--- src/rtl/arm_pipe_pkg.sv ---
// Shared types for the ARM pipeline hazard logic.
// Scoreboard slots hold destination addresses zero-extended to SB_DEST_W, so RA_W may not exceed it.
package arm_pipe_pkg;

  localparam int unsigned SB_DEST_W = 8;

  typedef enum logic [1:0] {
    RUN    = 2'd0,
    STALL  = 2'd1,
    FLUSH  = 2'd2,
    FREEZE = 2'd3
  } pipe_state_e;

  typedef struct packed {
    logic                 v;
    logic [SB_DEST_W-1:0] dest;
    logic                 ld;
  } sb_entry_t;

endpackage

--- src/rtl/pipe_hazard_ctrl_sb_match.sv ---
// One scoreboard slot against one source register.
// With ld_only set, only a load in the slot can hit (forwarding covers everything else).
module sb_match
  import arm_pipe_pkg::*;
#(
  parameter int unsigned RA_W = 4
) (
  input  sb_entry_t        slot,
  input  logic [RA_W-1:0]  src,
  input  logic             ld_only,
  output logic             hit
);

  assign hit = slot.v && (slot.ld || !ld_only) && (slot.dest == SB_DEST_W'(src));

endmodule

--- src/rtl/pipe_hazard_ctrl.sv ---
// Hazard/flush sequencer: EXE/MEM destination scoreboard, RAW detection against ID sources,
// branch flush, memory-wait freeze and a saturating stall-cycle counter.
module pipe_hazard_ctrl
  import arm_pipe_pkg::*;
#(
  parameter int unsigned RA_W    = 4,
  parameter int unsigned CNT_W   = 16,
  parameter logic        FWD_RST = 1'b0
) (
  input  logic             clk,
  input  logic             rst,
  input  logic             id_valid,
  input  logic [RA_W-1:0]  id_src1,
  input  logic [RA_W-1:0]  id_src2,
  input  logic             id_two_src,
  input  logic             id_wb_en,
  input  logic [RA_W-1:0]  id_dest,
  input  logic             id_mem_r_en,
  input  logic             exe_br_taken,
  input  logic             mem_stall,
  input  logic             fwd_set,
  input  logic             fwd_val,
  input  logic             cnt_clr,
  output logic             hazard,
  output logic             freeze_if,
  output logic             flush_if,
  output logic             flush_id,
  output logic [1:0]       state,
  output logic [CNT_W-1:0] stall_cnt
);

  sb_entry_t        e0, e1, e0_nxt, e1_nxt;
  logic             fwd_en;
  pipe_state_e      state_q, state_nxt;
  logic [CNT_W-1:0] cnt_q;

  logic hit_e0_s1, hit_e0_s2, hit_e1_s1, hit_e1_s2;
  logic match1, match2, raw;
  logic hazard_c, freeze_c, flush_c;

  sb_match #(.RA_W(RA_W)) u_e0_s1 (.slot(e0), .src(id_src1), .ld_only(fwd_en), .hit(hit_e0_s1));
  sb_match #(.RA_W(RA_W)) u_e0_s2 (.slot(e0), .src(id_src2), .ld_only(fwd_en), .hit(hit_e0_s2));
  sb_match #(.RA_W(RA_W)) u_e1_s1 (.slot(e1), .src(id_src1), .ld_only(fwd_en), .hit(hit_e1_s1));
  sb_match #(.RA_W(RA_W)) u_e1_s2 (.slot(e1), .src(id_src2), .ld_only(fwd_en), .hit(hit_e1_s2));

  // The MEM slot only matters without forwarding; a load there is already forwardable.
  always_comb begin
    match1 = hit_e0_s1 || (!fwd_en && hit_e1_s1);
    match2 = hit_e0_s2 || (!fwd_en && hit_e1_s2);
    raw    = id_valid && (match1 || (id_two_src && match2));
  end

  always_comb begin
    hazard_c  = 1'b0;
    freeze_c  = 1'b0;
    flush_c   = 1'b0;
    state_nxt = RUN;
    e1_nxt    = e0;
    e0_nxt    = '{v: id_valid && id_wb_en, dest: SB_DEST_W'(id_dest), ld: id_mem_r_en};
    if (mem_stall) begin
      freeze_c  = 1'b1;
      state_nxt = FREEZE;
      e0_nxt    = e0;
      e1_nxt    = e1;
    end else if (exe_br_taken) begin
      flush_c   = 1'b1;
      state_nxt = FLUSH;
      e0_nxt    = '0;
    end else if (raw) begin
      hazard_c  = 1'b1;
      freeze_c  = 1'b1;
      state_nxt = STALL;
      e0_nxt    = '0;
    end
  end

  always_ff @(posedge clk) begin
    if (!rst) begin
      e0      <= '0;
      e1      <= '0;
      fwd_en  <= FWD_RST;
      state_q <= RUN;
      cnt_q   <= '0;
    end else begin
      e0      <= e0_nxt;
      e1      <= e1_nxt;
      state_q <= state_nxt;
      if (!mem_stall && fwd_set) fwd_en <= fwd_val;
      if (cnt_clr)                      cnt_q <= '0;
      else if (hazard_c && cnt_q != '1) cnt_q <= cnt_q + 1'b1;
    end
  end

  always_comb begin
    hazard    = rst && hazard_c;
    freeze_if = rst && freeze_c;
    flush_if  = rst && flush_c;
    flush_id  = rst && flush_c;
    state     = rst ? state_q : RUN;
    stall_cnt = rst ? cnt_q : '0;
  end

endmodule

--- config.mk ---
export PLATFORM = sky130hd
export DESIGN_NAME = pipe_hazard_ctrl
export DESIGN_NICKNAME = d
export VERILOG_FILES = /design/src/rtl/arm_pipe_pkg.sv /design/src/rtl/pipe_hazard_ctrl_sb_match.sv /design/src/rtl/pipe_hazard_ctrl.sv
export SDC_FILE = /design/constraint.sdc
export NUM_CORES = 1
export LEC_CHECK = 0
export CAP_MARGIN = 20
export CORE_MARGIN = 1
export CORE_UTILIZATION = 30
export CTS_CLUSTER_DIAMETER = 30
export DETAILED_ROUTE_END_ITERATION = 8
export PLACE_DENSITY = 0.53
export REMOVE_ABC_BUFFERS = 1
export SYNTH_ARGS = -nofsm -noshare
export SYNTH_HDL_FRONTEND = slang
export SYNTH_SLANG_ARGS = --single-unit
export TNS_END_PERCENT = 1
--- constraint.sdc ---
create_clock -name clk -period 4.7 [get_ports clk]
set_input_delay 0.94 -clock clk [delete_from_list [all_inputs] [get_ports clk]]
set_output_delay 0.94 -clock clk [all_outputs]
set_load 0.05 [all_outputs]
==> results of run 1 <==
## critical path: cells and delay by family
kind | cells | cell delay [ns]
AO/OA/AOI/OAI | 1 | 0.16
buffers and inverters | 2 | 0.71
AND/OR/NAND/NOR | 4 | 1.00
XOR/XNOR | 1 | 0.13
## Yosys cell counts, drive strengths merged (2+ instances only)
cell type	instances
dfxtp	30
and2	20
nand2	15
nor2b	13
xor2	12
a21oi	11
nand4	10
clkbuf	9
nand3	9
or3	9
mux2i	8
nor3	8
o21ai	8
or4	6
a32o	5
buf	5
and3	4
nand2b	4
xnor2	4
nor2	3
nor4	3
o211ai	3
inv	2
## metrics by stage
step | hold WS (ns) | cell area [µm²] | cells
floorplan | 0.447 | 1670 | 196
global placement | 0.465 | 2220 | 315
detailed placement | 0.470 | 2220 | 315
CTS | 0.481 | 2300 | 322
global route | 0.523 | 2300 | 322
finish | 0.484 | 2300 | 322
## logic make-up after synthesis
logic type | after synthesis | share of synthesized area [%]
DFF | 30 | 34.5
muxes | 8 | 4.59
and+or+nand+nor | 106 | 35.3
xor gates and xnor gates | 16 | 8.04
AOI/OAI and AO/OA | 33 | 12.3
buffers and inverters | 16 | 4.59
adders and majority gates | 1 | 0.718
## final cells by class
| type | count | area [µm²] | share of cell area, % |
|---|---|---|---|
| Clock inverter | 2 | 10.0 | 0.436 |
| Sequential cell | 30 | 601 | 26.1 |
| Multi-Input combinational cell | 164 | 1060 | 46.2 |
| Clock buffer | 5 | 68.8 | 3.00 |
| Inverter | 2 | 7.51 | 0.327 |
| Timing Repair Buffer | 47 | 458 | 19.9 |
| Tap cell | 72 | 90.1 | 3.92 |
## flip-flops by register name, summed over array words and instances, names as in the netlist
register	flops
e0	6
state_q	2
e1	5
cnt_q	16
fwd_en	1
## how the worst max path moves through the flow
stage                          start        end  slack [ns]  cells after the start
after global routing      id_src2[0]  freeze_if        0.67                      8
after global placement    id_src2[0]  freeze_if        0.81                      8
after CTS                 id_src2[0]  freeze_if        0.79                      8
after detailed placement  id_src2[0]  freeze_if        0.79                      8
final                     id_src2[0]  freeze_if        0.80                      8
after floorplan           id_src2[0]  freeze_if        1.08                      6
## routing by layer
layer / GRT usage [%] / vias to the layer above / wire length [µm]
met1: 19.3 / 710 / 2140
met5: 0 / - / 0
met2: 24.7 / 50 / 1930
met4: 5.93 / 0 / 62
met3: 3.49 / 7 / 234
li1: - / 833 / -
## power breakdown
| group | switching (µW) | internal (µW) |
|---|---|---|
| combinational | 33.1 | 33.2 |
| sequential | 3.52 | 258 |
| clock | 95.7 | 99.1 |
| total | 132 | 391 |
==> impl_metrics.json, run 1 <==
{
  "wl_um": 4370,
  "clock_sink_count": 30,
  "detail_route.iter0.violations": 48,
  "grt_antenna_before_repair": 0,
  "worst_hold_path.num_cells": 2,
  "routed_wire_length_per_instance_um": 13.6,
  "run_status": "complete, no violations",
  "design.core.area_um2": 5540,
  "setup.worst_path.start_class": "input pin",
  "die_outline_area_um2": 6120,
  "worstHoldStart": "cnt_q[7]",
  "grt_start_max_net_pins": 39,
  "design.final.nets": 274,
  "cp_data_required_time_ns": 3.76,
  "worstMarginPinSlew_ns": 0.572,
  "ctsHtreeMaxLevel": 2,
  "detailed_place_hpwl_um": 3000,
  "yosys_most_used_dff": "sky130_fd_sc_hd__dfxtp_1",
  "regToRegEndpoint": "cnt_q[15]",
  "total_count_of_hold_check_failures_in_the_final_report": 0,
  "drcViolationCount": 0,
  "path_cells": "clkdlybuf4s50_1 > xnor2_1 > nand3_1 > or4_4 > nand4_1 > a31oi_1 > nor2b_1 > buf_4",
  "cell_rows": 27,
  "worst-setup-path-type": "input pin to output pin",
  "finalSetupTns_ns": 0,
  "worst_slack_ns": 0.804,
  "cts_resized": 0,
  "clockBufferDepth": 2,
  "postCtsSetupBuffers": 0,
  "netlist_top_cells_area": "sky130_fd_sc_hd__dfxtp_1 (34%), sky130_fd_sc_hd__and2_1 (7.2%), sky130_fd_sc_hd__xor2_1 (6.0%)",
  "insertedDiodeCount": 0,
  "max_freq_ghz": 0.257,
  "layout.cells.most_common_list": "sky130_fd_sc_hd__clkdlybuf4s50_1 (42), sky130_fd_sc_hd__dfxtp_1 (30), sky130_fd_sc_hd__and2_1 (20)",
  "grt_first_pass_wirelength_um": 7260,
  "yosys.area.top_type": "sky130_fd_sc_hd__dfxtp_1",
  "synth.yosys.seq_area_share_pct": 34.5,
  "post_route_cells_drive_above_1_share_pct": 6.00,
  "die_h_um": 78.2,
  "ctsRootBufferMaster": "sky130_fd_sc_hd__clkbuf_8",
  "boundaryPins": 45,
  "power_leakage_uw": 0.000808,
  "die_width_um": 78.2,
  "fin_skew_ns": 0.00897,
  "initial_util_pct": 31.5,
  "max_slew_margin_pct": 61.8,
  "critical_path.max_stage_delay_ns": 0.54,
  "place.gp.congestion": 0.830,
  "fin_util_pct": 41.5,
  "count_of_flip_flops_with_a_built_in_enable_after_synthesis": 0,
  "mostFrequentLayoutCell": "sky130_fd_sc_hd__clkdlybuf4s50_1",
  "detail_route.first_pass.iterations": 4,
  "critical_path_arrival_ns": 2.96,
  "drv.max_cap_violation_count": 0,
  "asyncSetResetFlopFracSynth_pct": 0,
  "tritoncts": "done",
  "post-synth-top-area-fraction_pct": 34.5,
  "worst_setup_end_kind": "output pin",
  "slowest_cp_cell": "sky130_fd_sc_hd__or4_4",
  "grt_setup_unrepaired": "false",
  "cts_hold_buf": 0,
  "setup.reg_to_reg.worst_slack_ns": 2.44,
  "period_share_pct": 82.9,
  "synth_area_per_cell_um2": 8.30,
  "postRouteAntennaNets": 0,
  "ys_ff_latch": 30,
  "path_max_fanout": 6,
  "regToRegStartpoint": "cnt_q[5]",
  "fill_cells": 573,
  "power.density_cell_area_nw_per_um2": 228,
  "area_growth_pct": 31.8,
  "via_count": 1600,
  "cts_buffers": 5,
  "finalWorstPathRequiredPeriod_ns": 3.90,
  "mappedNetlistArea_um2": 1740,
  "vias_per_std_cell": 4.97,
  "clock_latency_reported_for_the_late_side_of_the_worst_skew_pair_ns": 0.28,
  "holdPathEnd": "cnt_q[7]",
  "power.total_uw": 523,
  "hold_path_class": "register to register",
  "synth_cell_types": 36,
  "grt_util_overall_pct": 15.2,
  "worst_setup_slack_post_dpl_ns": 0.795,
  "port_buffers": 44,
  "ff2ff_path_depth": 6,
  "max-vdd-ir-drop_uv": 91.6,
  "finalSetupViolCount": 0,
  "report.final.slew_viol_count": 0,
  "worst_setup_hold_path_clk_slew_ns": 0.07,
  "grt_remaining_overflow": 0,
  "first_global_vias": 1554,
  "post_synth_inst_count": 210,
  "yosysWarningCount": 0
}
No activity file was read; power rests on OpenSTA's default activity.
==> run 2: changes to the inputs <==
PLACE_DENSITY = 0.55   (was 0.53)
clock period = 3.1 ns   (was 4.7 ns; I/O delays follow)
==> impl_metrics.json, run 2 (synthesis gave the netlist of run 1 again) <==
{
  "run_status": "complete, no violations",
  "vias_per_std_cell": 4.95,
  "power.total_uw": 839,
  "grt_setup_unrepaired": "false",
  "ff2ff_path_depth": 6,
  "fill_cells": 536,
  "max_slew_margin_pct": 60.0,
  "worst_setup_end_kind": "output pin",
  "worst_hold_path.num_cells": 2,
  "worst_setup_hold_path_clk_slew_ns": 0.07,
  "design.core.area_um2": 5540,
  "grt_start_max_net_pins": 30,
  "insertedDiodeCount": 0,
  "crit_family": "simple AND/OR/NAND/NOR gates",
  "path_max_fanout": 2,
  "worst-path-buf-inv": 3,
  "port_buffers": 44,
  "period_share_pct": 95.3,
  "design.final.nets": 278,
  "slowest_cp_cell": "sky130_fd_sc_hd__or4_4",
  "drv.max_cap_violation_count": 0,
  "cts_hold_buf": 0,
  "layout.cells.most_common_list": "sky130_fd_sc_hd__dfxtp_1 (30), sky130_fd_sc_hd__buf_12 (23), sky130_fd_sc_hd__and2_1 (20), sky130_fd_sc_hd__clkdlybuf4s50_1 (20), sky130_fd_sc_hd__nand2_1 (15)",
  "die_h_um": 78.2,
  "path_cells": "clkdlybuf4s50_1 > xor2_1 > or4_4 > nand4_1 > buf_4 > and3_4 > buf_12",
  "grt_first_pass_wirelength_um": 6870,
  "regMostFlops": "cnt_q",
  "power.density_cell_area_nw_per_um2": 322,
  "detail_route.first_pass.iterations": 4,
  "die_outline_area_um2": 6120,
  "drcViolationCount": 0,
  "finalWorstPathRequiredPeriod_ns": 2.95,
  "wl_um": 4270,
  "finalSetupTns_ns": 0,
  "post_route_cells_drive_above_1_share_pct": 16.9,
  "area_growth_pct": 49.7,
  "ctsHtreeMaxLevel": 2,
  "total_count_of_hold_check_failures_in_the_final_report": 0,
  "ctsRootBufferMaster": "sky130_fd_sc_hd__clkbuf_8",
  "detail_route.iter0.violations": 85,
  "critical_path_arrival_ns": 2.33,
  "largestRegisters": "cnt_q (16), e0 (6), e1 (5)",
  "boundaryPins": 45,
  "grt_util_overall_pct": 14.4,
  "cts_buffers": 5,
  "first_global_vias": 1490,
  "cp_num_cells": 7,
  "worstMarginPinSlew_ns": 0.598,
  "setup.worst_path.start_class": "input pin",
  "mostFrequentLayoutCell": "sky130_fd_sc_hd__dfxtp_1",
  "max_freq_ghz": 0.339,
  "clock_sink_count": 30,
  "clockBufferDepth": 2,
  "max_reg_flops": 16,
  "clock_latency_reported_for_the_late_side_of_the_worst_skew_pair_ns": 0.28,
  "grt_antenna_before_repair": 0,
  "power_leakage_uw": 0.000957,
  "critical_path.max_stage_delay_ns": 0.48,
  "postRouteAntennaNets": 0,
  "fin_skew_ns": 0.00490,
  "detailed_place_hpwl_um": 3110,
  "place.gp.congestion": 0.824,
  "routed_wire_length_per_instance_um": 13.0,
  "report.final.slew_viol_count": 0,
  "cell_rows": 27,
  "initial_util_pct": 31.5,
  "fin_util_pct": 47.1,
  "die_width_um": 78.2,
  "finalSetupViolCount": 0,
  "tritoncts": "done",
  "grt_remaining_overflow": 0,
  "cp_data_required_time_ns": 2.48,
  "max-vdd-ir-drop_uv": 144,
  "worst-setup-path-type": "input pin to output pin",
  "via_count": 1619,
  "hold_path_class": "register to register"
}
[run 2: worst paths after layout]
| kind | from | end | slack, ns |
|---|---|---|---|
| worst max-delay path | id_src2[3] | hazard | 0.15 |
| worst min-delay path | cnt_q[7] | cnt_q[7] | 0.48 |
| worst min register to register | cnt_q[7] | cnt_q[7] | 0.48 |
| worst max register to register | e0[1] | cnt_q[3] | 0.88 |
[run 2: per-stage QoR]
step | instance area [µm²] | worst slack (ns) | std cells | hold WS [ns]
after floorplan | 1670 | 0.124 | 196 | 0.447
after CTS | 2590 | -0.00433 | 327 | 0.479
after global placement | 2480 | -0.0740 | 318 | 0.465
final | 2610 | 0.146 | 327 | 0.476
after detailed placement | 2480 | -0.0729 | 318 | 0.469
after global routing | 2610 | 0.0970 | 327 | 0.503
[run 2: layout make-up]
| class | instances | area (µm²) | share of cell area (%) |
|---|---|---|---|
| repair buffers | 51 | 731 | 28.0 |
| multi-input cells | 164 | 1080 | 41.6 |
| clock buffers | 6 | 82.6 | 3.17 |
| flip-flops and latches | 30 | 601 | 23.0 |
| inverters | 2 | 7.51 | 0.288 |
| clock inverters | 2 | 12.5 | 0.480 |
| well taps | 72 | 90.1 | 3.45 |
[run 2: repair_timing]
action	4_1_cts	5_1_grt
endpoints found under the setup margin	2	2
resized for setup	3	3
setup buffers	1	0
cloned	0	0
pin swaps	2	1
[run 2: tightest hold or removal path: cells and delay by family, from the launching register on]
kind	cells	cell delay, ns
flip-flops	1	0.33
multiplexers	1	0.05
AND/OR/NAND/NOR	1	0.05
[run 2: where the power goes]
group	internal, µW	switching [µW]	leakage (µW)	total [µW]
sequential	392	5.10	0.000243	397
combinational	60.5	53.7	0.000667	114
clock	178	150	0.0000472	328
total	630	209	0.000957	839
[run 2: per-layer routing]
metal | wire (µm) | up-vias | track usage [%] | share of wire, %
met4 | 25 | 0 | 3.33 | 0.59
li1 | - | 843 | - | -
met3 | 219 | 2 | 4.53 | 5.1
met2 | 2000 | 37 | 24.3 | 47
met1 | 2020 | 737 | 17.9 | 47
met5 | 0 | - | 0 | 0
==> run 3: changes to the inputs <==
PLACE_DENSITY = not set   (was 0.55)
PLACE_DENSITY_LB_ADDON = 0.3   (was not set)
SLEW_MARGIN = 20   (was not set)
==> impl_metrics.json, run 3 (synthesis gave the netlist of run 1 again) <==
{
  "grt_antenna_before_repair": 0,
  "max-vdd-ir-drop_uv": 172,
  "vias_per_std_cell": 5.07,
  "fill_cells": 539,
  "boundaryPins": 45,
  "grt_setup_unrepaired": "false",
  "tritoncts": "done",
  "cts_buffers": 5,
  "clock_sink_count": 30,
  "wl_um": 4320,
  "place.gp.congestion": 0.802,
  "grt_util_overall_pct": 15.1,
  "run_status": "complete, no violations",
  "via_count": 1667,
  "initial_util_pct": 31.5,
  "hold_path_class": "register to register",
  "ctsHtreeMaxLevel": 2,
  "first_global_vias": 1667,
  "routed_wire_length_per_instance_um": 13.1,
  "die_width_um": 78.2,
  "mostFrequentLayoutCell": "sky130_fd_sc_hd__dfxtp_1",
  "power.density_cell_area_nw_per_um2": 343,
  "ctsRootBufferMaster": "sky130_fd_sc_hd__clkbuf_8",
  "max_slew_margin_pct": 59.9,
  "area_growth_pct": 50.1,
  "port_buffers": 44,
  "storage_cell_area_um2": 601,
  "postRouteAntennaNets": 0,
  "cell_rows": 27,
  "worst_setup_hold_path_clk_slew_ns": 0.07,
  "fin_skew_ns": 0.00869,
  "critical_path_arrival_ns": 2.32,
  "total_count_of_hold_check_failures_in_the_final_report": 0,
  "worst-setup-path-type": "input pin to output pin",
  "report.final.slew_viol_count": 0,
  "worst_setup_end_kind": "output pin",
  "dpl_cell_area_um2": 2480,
  "path_max_fanout": 2,
  "finalWorstPathRequiredPeriod_ns": 2.94,
  "die_h_um": 78.2,
  "clockBufferDepth": 2,
  "detailed_place_hpwl_um": 3200,
  "largestRegisters": "cnt_q (16), e0 (6), e1 (5)",
  "regMostFlops": "cnt_q",
  "power_leakage_uw": 0.000972,
  "layout.cells.most_common_list": "sky130_fd_sc_hd__dfxtp_1 (30), sky130_fd_sc_hd__buf_12 (22), sky130_fd_sc_hd__and2_1 (20), sky130_fd_sc_hd__clkdlybuf4s50_1 (20), sky130_fd_sc_hd__nand2_1 (15)",
  "finalSetupViolCount": 0,
  "max_reg_flops": 16,
  "post_route_cells_drive_above_1_share_pct": 17.5,
  "finalSetupTns_ns": 0,
  "design.final.nets": 280,
  "detail_route.first_pass.iterations": 4,
  "worstMarginPinSlew_ns": 0.601,
  "period_share_pct": 95.0,
  "drcViolationCount": 0,
  "design_area_um2": 2620,
  "power.total_uw": 897,
  "grt_remaining_overflow": 0,
  "drv.max_cap_violation_count": 0,
  "die_outline_area_um2": 6120,
  "design.core.area_um2": 5540,
  "max_freq_ghz": 0.340,
  "insertedDiodeCount": 0,
  "cp_data_required_time_ns": 2.48,
  "setup.worst_path.start_class": "input pin",
  "cts_hold_buf": 0,
  "grt_first_pass_wirelength_um": 7360,
  "grt_start_max_net_pins": 29,
  "multi_input_area_um2": 1080,
  "clock_latency_reported_for_the_late_side_of_the_worst_skew_pair_ns": 0.28,
  "detail_route.iter0.violations": 48
}
run 3: repair_timing:
item / CTS / global route
resized for setup: 3 / 2
pin swaps: 2 / 1
setup endpoints to repair: 2 / 2
setup buffers: 1 / 0
run 3: where the power goes:
| group | leakage (µW) | switching, µW | internal (µW) |
|---|---|---|---|
| sequential | 0.000243 | 5.30 | 392 |
| clock | 0.0000579 | 151 | 236 |
| combinational | 0.000671 | 52.6 | 60.1 |
run 3: path summary, 6_finish.rpt:
| path | from | to | slack (ns) | depth (start not counted) |
|---|---|---|---|---|
| worst min register to register | cnt_q[7] | cnt_q[7] | 0.49 | 2 |
| worst max register to register | cnt_q[5] | cnt_q[15] | 0.91 | 6 |
| worst max-delay path | id_src2[3] | hazard | 0.16 | 7 |
| worst min-delay path | cnt_q[7] | cnt_q[7] | 0.49 | 2 |
run 3: per-stage QoR:
| stage | setup WS (ns) | util, % | std cells | hold WS, ns |
|---|---|---|---|---|
| floorplan | 0.124 | - | 196 | 0.447 |
| global placement | -0.0474 | 44.8 | 320 | 0.468 |
| detailed placement | -0.0549 | 44.8 | 320 | 0.475 |
| CTS | 0.00341 | 47.1 | 329 | 0.486 |
| global route | 0.0618 | 47.2 | 329 | 0.512 |
| finish | 0.155 | 47.2 | 329 | 0.493 |
run 3: area by class of cell:
cell class	instances	share of cell area [%]
multi-input cells	164	41.1
flip-flops and latches	30	23.0
clock buffers	5	2.63
clock inverters	3	1.53
repair buffers	53	28.0
inverters	2	0.287
well taps	72	3.44
run 3: worst max-delay path: stages:
cell	delay [ns]
sky130_fd_sc_hd__clkdlybuf4s50_1	0.45
sky130_fd_sc_hd__xor2_1	0.16
sky130_fd_sc_hd__or4_4	0.49
sky130_fd_sc_hd__nand4_1	0.15
sky130_fd_sc_hd__buf_4	0.14
sky130_fd_sc_hd__and3_4	0.18
sky130_fd_sc_hd__buf_12	0.13
run 3: metal layers:
| layer | track usage (%) | wire length (µm) | vias up |
|---|---|---|---|
| met1 | 19.0 | 2030 | 759 |
| li1 | - | - | 857 |
| met5 | 0 | 0 | - |
| met2 | 24.8 | 1990 | 44 |
| met3 | 3.84 | 247 | 7 |
| met4 | 5.37 | 49 | 0 |
